## config.mk

```make
export PLATFORM = sky130hd
export DESIGN_NAME = nes_cpu_bus
export DESIGN_NICKNAME = d
export VERILOG_FILES = /design/src/rtl/nes_bus_pkg.sv /design/src/rtl/oam_dma.sv /design/src/rtl/nes_cpu_bus.sv
export SDC_FILE = /design/constraint.sdc
export NUM_CORES = 1
export LEC_CHECK = 0
export BUFFER_PORTS_ARGS = -buffer_cell sky130_fd_sc_hd__clkbuf_2
export CAP_MARGIN = 30
export CELL_PAD_IN_SITES_DETAIL_PLACEMENT = 1
export CELL_PAD_IN_SITES_GLOBAL_PLACEMENT = 2
export CORE_ASPECT_RATIO = 0.5
export CORE_MARGIN = 2
export CORE_UTILIZATION = 28
export CTS_CLUSTER_DIAMETER = 100
export CTS_CLUSTER_SIZE = 20
export DETAILED_ROUTE_END_ITERATION = 16
export HOLD_SLACK_MARGIN = 0.12
export PLACE_DENSITY = 0.83
export SYNTH_ARGS = -nofsm -noshare
export SYNTH_HDL_FRONTEND = slang
export SYNTH_SLANG_ARGS = --single-unit
```

## constraint.sdc

```tcl
create_clock -name clk -period 3.7 [get_ports clk]
set_clock_uncertainty 0.05 [all_clocks]
set_input_delay 0.925 -clock clk [delete_from_list [all_inputs] [get_ports clk]]
set_output_delay 0.925 -clock clk [all_outputs]
set_load 0.005 [all_outputs]
```

## src/rtl/nes_bus_pkg.sv

```systemverilog
// Shared types and constants for the NES CPU-side bus controller.
// The region decode lives here so the controller and any future peripherals agree on the memory map.
package nes_bus_pkg;

  typedef enum logic [2:0] {
    REG_RAM,
    REG_PPU,
    REG_DMA,
    REG_PRG,
    REG_OPEN
  } region_t;

  typedef enum logic [1:0] {
    IDLE,
    ALIGN,
    DMA_RD,
    DMA_WR
  } dma_state_t;

  localparam logic [15:0] PPU_BASE     = 16'h2000;
  localparam logic [15:0] PPU_END      = 16'h4000;
  localparam logic [15:0] OAM_DMA_ADDR = 16'h4014;
  localparam logic [2:0]  OAM_DATA_REG = 3'd4;
  localparam logic [15:0] PRG_BASE     = 16'h8000;

  function automatic region_t decode_region(input logic [15:0] addr);
    region_t r;
    if (addr < PPU_BASE)            r = REG_RAM;
    else if (addr < PPU_END)        r = REG_PPU;
    else if (addr == OAM_DMA_ADDR)  r = REG_DMA;
    else if (addr >= PRG_BASE)      r = REG_PRG;
    else                            r = REG_OPEN;
    return r;
  endfunction

endpackage

```

## src/rtl/oam_dma.sv

```systemverilog
// OAM DMA sequencer: stalls the CPU, aligns to the parity bit, then alternates
// one source read and one OAM data write per byte.
module oam_dma
  import nes_bus_pkg::*;
#(
  parameter int DMA_LEN = 256
) (
  input  logic        clk,
  input  logic        rst,
  input  logic        start,
  input  logic [7:0]  page,
  output logic        rdy,
  output logic        rd_phase,
  output logic        wr_phase,
  output logic [15:0] src_addr
);

  localparam logic [7:0] LAST_IDX = 8'(DMA_LEN - 1);

  dma_state_t state_q, state_d;
  logic [7:0] page_q;
  logic [7:0] idx_q;
  logic       parity_q;
  logic       extra_q;

  // extra_q remembers the parity seen on the trigger write and buys one more ALIGN cycle
  always_ff @(posedge clk) begin
    if (rst) begin
      state_q  <= IDLE;
      page_q   <= 8'h00;
      idx_q    <= 8'h00;
      parity_q <= 1'b0;
      extra_q  <= 1'b0;
    end else begin
      state_q  <= state_d;
      parity_q <= ~parity_q;
      if (start && state_q == IDLE) begin
        page_q  <= page;
        idx_q   <= 8'h00;
        extra_q <= parity_q;
      end else if (state_q == ALIGN) begin
        extra_q <= 1'b0;
      end
      if (state_q == DMA_WR)
        idx_q <= (idx_q == LAST_IDX) ? 8'h00 : idx_q + 8'h01;
    end
  end

  always_comb begin
    state_d  = state_q;
    rdy      = 1'b0;
    rd_phase = 1'b0;
    wr_phase = 1'b0;
    case (state_q)
      IDLE: begin
        rdy = 1'b1;
        if (start) state_d = ALIGN;
      end
      ALIGN: begin
        if (!extra_q) state_d = DMA_RD;
      end
      DMA_RD: begin
        rd_phase = 1'b1;
        state_d  = DMA_WR;
      end
      DMA_WR: begin
        wr_phase = 1'b1;
        state_d  = (idx_q == LAST_IDX) ? IDLE : DMA_RD;
      end
      default: state_d = IDLE;
    endcase
  end

  assign src_addr = {page_q, idx_q};

endmodule

```

## src/rtl/nes_cpu_bus.sv

```systemverilog
// CPU-side bus controller: address decode and mirroring, registered read return,
// open-bus latch, and the OAM DMA engine that borrows the bus while cpu_rdy is low.
module nes_cpu_bus
  import nes_bus_pkg::*;
#(
  parameter int RAM_ADDR_W  = 11,
  parameter int PRG_ADDR_W  = 15,
  parameter bit OPEN_BUS_EN = 1'b1,
  parameter int DMA_LEN     = 256
) (
  input  logic                  clk,
  input  logic                  rst,
  input  logic [15:0]           cpu_addr,
  input  logic [7:0]            cpu_dout,
  input  logic                  cpu_we,
  output logic [7:0]            cpu_din,
  output logic                  cpu_rdy,
  output logic [RAM_ADDR_W-1:0] ram_addr,
  output logic [7:0]            ram_din,
  output logic                  ram_we,
  input  logic [7:0]            ram_dout,
  output logic                  prg_ena,
  output logic [PRG_ADDR_W-1:0] prg_addr,
  input  logic [7:0]            prg_data,
  output logic                  ppu_cs,
  output logic [2:0]            ppu_reg,
  output logic                  ppu_we,
  output logic [7:0]            ppu_din,
  input  logic [7:0]            ppu_dout
);

  logic        dma_rdy;
  logic        dma_rd;
  logic        dma_wr;
  logic        dma_start;
  logic [15:0] dma_src;
  logic [15:0] eff_addr;
  logic        cpu_wr;
  logic        bus_read;
  logic        rd_q;
  logic [7:0]  open_bus_q;
  region_t     region;
  region_t     sel_q;

  oam_dma #(.DMA_LEN(DMA_LEN)) u_dma (
    .clk      (clk),
    .rst      (rst),
    .start    (dma_start),
    .page     (cpu_dout),
    .rdy      (dma_rdy),
    .rd_phase (dma_rd),
    .wr_phase (dma_wr),
    .src_addr (dma_src)
  );

  // The DMA engine owns the address bus whenever the CPU is stalled.
  assign eff_addr  = dma_rdy ? cpu_addr : dma_src;
  assign region    = decode_region(eff_addr);
  assign cpu_wr    = dma_rdy && cpu_we && !rst;
  assign bus_read  = !rst && (dma_rdy || dma_rd);
  assign dma_start = cpu_wr && (region == REG_DMA);

  assign cpu_rdy  = dma_rdy;
  assign ram_addr = eff_addr[RAM_ADDR_W-1:0];
  assign ram_din  = cpu_dout;
  assign ram_we   = cpu_wr && (region == REG_RAM);
  assign prg_addr = eff_addr[PRG_ADDR_W-1:0];
  assign prg_ena  = bus_read && (region == REG_PRG);
  assign ppu_cs   = (bus_read && (region == REG_PPU)) || (dma_wr && !rst);
  assign ppu_reg  = dma_wr ? OAM_DATA_REG : eff_addr[2:0];
  assign ppu_we   = (cpu_wr && (region == REG_PPU)) || (dma_wr && !rst);
  assign ppu_din  = dma_wr ? cpu_din : cpu_dout;

  always_comb begin
    cpu_din = OPEN_BUS_EN ? open_bus_q : 8'hFF;
    case (sel_q)
      REG_RAM: cpu_din = ram_dout;
      REG_PPU: cpu_din = ppu_dout;
      REG_PRG: cpu_din = prg_data;
      default: ;
    endcase
  end

  // A CPU write in the same cycle a mapped read returns is the later bus value, so it wins.
  always_ff @(posedge clk) begin
    if (rst) begin
      sel_q      <= REG_OPEN;
      rd_q       <= 1'b0;
      open_bus_q <= 8'h00;
    end else begin
      sel_q <= region;
      rd_q  <= dma_rdy && !cpu_we;
      if (cpu_wr)
        open_bus_q <= cpu_dout;
      else if (rd_q && sel_q != REG_OPEN && sel_q != REG_DMA)
        open_bus_q <= cpu_din;
    end
  end

endmodule
```

==> results.md <==
- The power density over the cells is 330 mW/mm^2.
- Headroom to the max-slew limit came out at 55.8%.
- The mean area per synthesized cell is 8.74 sq um.
- The post-synthesis net count is 317.
- The count of cell types in the netlist is between 50 and 60.
- The number of enable-type register cells in the synthesized netlist is 0.
- The total of hold buffers inserted after clock tree synthesis is 0.
- The largest buffer count on any clock path is 2.
- The routability congestion estimate is just under 0.8.
- The element type at the critical path start is a primary input.
- ~110 I/O pins were placed.
- The aggregate routed wire length is ~7.8 mm.
- The number of input and output port buffers inserted is 108.
- The fraction of layout instances using a drive strength above 1 is 42.4%.
- Setup repair after global routing left no endpoint under its margin.
- The tool flagged a number of max-cap violations equal to 0.
- Combinational logic burns between 15 and 20% of the power.
- For this design the static power due to leakage is 1.28 nW.
- The dominant synthesized flop cell is sky130_fd_sc_hd__dfxtp_1.
- Counting every sink on the clock net gives 32.
- The number of antenna violations at the first check in global routing was 0.
- After synthesis, the share of flip-flops with an asynchronous set or reset is 0%.
- The smallest clock period supported by the final layout is computed as 3.21 ns.
- By area, the combinational part of the netlist is dominated by compound AO/OA/AOI/OAI gates.
- The number of vias per cell after detailed routing is 5.26.
- The clock tree root driver cell is sky130_fd_sc_hd__clkbuf_16.
- After routing the design area is ~0.0029 sq mm.
- In this run the number of H-tree levels came out at 2.
- The detailed-router iteration count before antenna repair is 4.
- The synthesized netlist devotes roughly a quarter of its cell area to compound gates.
- The total setup violations reported at the end of the flow is 0.
- For the worst-skew pair, the clock arrives at the later sink with an insertion delay of ~0.28 ns.
- For this run, the top clock speed supported by timing is ~310 MHz.
- The synthesized cell area is 0.00232 sq mm.
- The worst hold path begins at u_dma.parity_q.
- The final setup TNS is 0 ns.
- The antenna cell count is 0.
- The wire length of the first global-routing pass is 12.5 mm.
- The xor and xnor area share after synthesis is 0.378%.
- The floorplan step defined a die boundary enclosing roughly 0.0091 sq mm.
- The clock transition at the registers of the reported paths is 0.05 ns.
- The data arrival time of the critical path is about 2.2 ns.
- In this run, synthesis produced a sequential element count of 32.
- The cell area after placement is around 0.0027 sq mm.
- The min-delay analysis places its worst path in the category reg -> reg.
- The worst flop-to-flop path startpoint is u_dma.state_q[1].
- The floorplan step set the die height to 68.3 um.
- Counting cells, the worst reg-to-reg path comes to 4.
- Leaving out fill and tap cells, the most frequent cell in the layout is sky130_fd_sc_hd__clkbuf_2.
- In this run the worst setup path begins at cpu_addr[15].
- The number of warning messages in the yosys log is 0.
- The clock network burns 43.9% of the power.
- The initial cell density of the core is 28.9%.
- Summing the areas of all fa, ha and maj instances in the mapped netlist gives less than 1% of the synthesized area.
- Once the clock tree was built, the setup fixing pass inserted 0 buffers.
- The post-synthesis simple-gate area fraction is 20.2%.
- The worst setup path is of the in -> out kind.
- The sequential cell area fraction in the yosys report is 27.6%.
- The routed length per placed instance is 17.3 um.
- At the end of the flow the core is filled with cells to 36.0%.
- The end point of the worst hold path is u_dma.parity_q.
- In this run the critical register-to-register path is captured at u_dma.idx_q[6].
- The count of endpoints failing hold in the final timing report was 0.
- The setup check on the worst reg-to-reg path leaves a slack of 1.55 ns.
- Cell internal power was estimated by the tool at 0.710 mW.
- Entering global routing, the biggest net connects 29 pins.
- The remaining global-route overflow is 0.
- The worst setup path is captured at an output port.
- The biggest fanout along the worst timing path is 4.
- Post-CTS repair changed the size of 0 cells.
- The via count of the first global-routing pass was 2416.
- The number of placed instances with taps included is about 450.
- In this run the core area contains 23 standard-cell rows.
- The run finished with clean final reports.
- The net count reported at finish is 393.
- The mux cell area share after synthesis is 15.0%.
- The number of instances in the synthesized netlist is 265.
- The CTS tree is done.
- The detailed router finished its first iteration with 93 violations.
- The HPWL reported at the end of detailed placement is 6.08 mm.
- The DRC violation count after routing is 0.
- The cell depth of the worst min-delay path is 1.
- In the layout the commonest cells are sky130_fd_sc_hd__clkbuf_2, sky130_fd_sc_hd__dfxtp_1, sky130_fd_sc_hd__mux2_2.
- The worst IR drop on VDD is 0.000139 V.
- The region available for standard cell placement spans approximately 0.008 sq mm.
- The total vias in the final route is between 2000 and 2500.
- The reported net switching power is 0.244 mW.
- The fraction of power consumed by sequential logic is 38.6%.
- For the worst setup path, the data required time is 2.72 ns.
- The non-filler instance count after layout is 454.
- The number of buffers created by CTS is 5.
- Compared with the post-synthesis result, the final layout area differs by 24.9%.
- The period utilization is 86.9%.
- The number of pins exceeding their max-slew limit in the final report is 0.
- The net switching share of the total power is 25.5%.
- In this run the remaining antenna-violating nets after routing total 0.
- The total routing usage reported by global routing is around 17%.
- The die is 133 um wide.
- At the pin with the least slew margin, the transition time is around 0.65 ns.
-- layout make-up --
type	count	area [sq um]
clock buffer	8	146
fill	979	5130
inverter	5	18.8
multi-input combinational	186	1390
sequential	32	641
tap	112	140
timing repair buffer	111	563
-- power by group through the flow --
stage / registers (mW) / logic (mW) / clock network, mW
2_1_floorplan: 0.366 / 0.105 / 0
3_3_place_gp: 0.375 / 0.163 / 0
3_5_place_dp: 0.375 / 0.169 / 0
4_1_cts: 0.368 / 0.169 / 0.421
5_1_grt: 0.369 / 0.184 / 0.443
6_report: 0.368 / 0.167 / 0.418
-- sequential cells by signal, indices dropped and copies added, names as in the netlist --
name            cells
u_dma.parity_q      1
u_dma.extra_q       1
sel_q               3
u_dma.page_q        8
u_dma.state_q       2
open_bus_q          8
rd_q                1
u_dma.idx_q         8
-- layer usage --
layer / share of wire (%) / global-route usage [%] / wire (um) / vias up
met5: 0 / 0 / 0 / -
met4: 0.89 / 4.57 / 70 / 0
met3: 4.1 / 3.04 / 322 / 7
met2: 48 / 32.3 / 3770 / 75
met1: 47 / 21.3 / 3680 / 1162
li1: - / - / - / 1145
-- logic make-up (layout without fill, tap and decap cells) --
group                    count (synthesis)  count (layout)
AO/OA/AOI/OAI                           76              76
multiplexers                            32              32
adder cells (fa/ha/maj)                  1               1
XOR/XNOR                                 1               1
AND/OR/NAND/NOR                         76              76
buffers and inverters                   47             124
flip-flops                              32              32
-- Yosys cell counts, types with 2 or more instances --
library cell	count	share of area, %
sky130_fd_sc_hd__mux2_2	22	11
sky130_fd_sc_hd__inv_1	5	0.81
sky130_fd_sc_hd__o21ai_1	2	0.43
sky130_fd_sc_hd__and4_1	10	3.8
sky130_fd_sc_hd__o31ai_1	2	0.65
sky130_fd_sc_hd__a2bb2oi_1	8	3.0
sky130_fd_sc_hd__nor2_1	6	0.97
sky130_fd_sc_hd__clkbuf_1	7	1.1
sky130_fd_sc_hd__nor4_1	4	1.1
sky130_fd_sc_hd__nor3_1	3	0.65
sky130_fd_sc_hd__buf_4	21	6.8
sky130_fd_sc_hd__dfxtp_1	32	28
sky130_fd_sc_hd__nand2_1	9	1.5
sky130_fd_sc_hd__buf_6	3	1.5
sky130_fd_sc_hd__and2_1	11	3.0
sky130_fd_sc_hd__o2bb2ai_1	8	3.0
sky130_fd_sc_hd__a311oi_1	5	1.9
sky130_fd_sc_hd__or3_1	2	0.54
sky130_fd_sc_hd__mux2i_1	10	4.3
sky130_fd_sc_hd__nand2b_1	2	0.54
sky130_fd_sc_hd__o211ai_1	2	0.65
sky130_fd_sc_hd__and3_1	2	0.54
sky130_fd_sc_hd__buf_2	11	2.4
sky130_fd_sc_hd__a21oi_1	15	3.2
sky130_fd_sc_hd__a31oi_1	2	0.54
sky130_fd_sc_hd__a41oi_1	3	1.1
sky130_fd_sc_hd__o21ai_0	11	2.4
sky130_fd_sc_hd__a211o_1	8	3.0
sky130_fd_sc_hd__nand3_1	14	3.0
sky130_fd_sc_hd__nor4b_1	4	1.5
-- worst max path at each step --
stage / end / depth (start not counted)
2_1_floorplan: ppu_cs / 4
3_3_place_gp: ppu_cs / 6
3_5_place_dp: ppu_cs / 6
4_1_cts: ppu_cs / 6
5_1_grt: ppu_we / 5
6_report: ppu_cs / 6
-- through the flow --
stage                     setup slack (ns)  hold WS (ns)  power [mW]
after floorplan                      0.738         0.336       0.472
after global placement               0.501         0.354       0.538
after detailed placement             0.491         0.353       0.544
after CTS                            0.484         0.362       0.959
after global routing                 0.378         0.388       0.997
final                                0.486         0.368       0.954
-- critical path: stages --
cell                       delay, ns
sky130_fd_sc_hd__clkbuf_2       0.10
sky130_fd_sc_hd__or4_1          0.47
sky130_fd_sc_hd__o31a_2         0.15
sky130_fd_sc_hd__or3_1          0.31
sky130_fd_sc_hd__a21oi_1        0.15
sky130_fd_sc_hd__clkbuf_2       0.13
(Power assumes the default switching activity.)
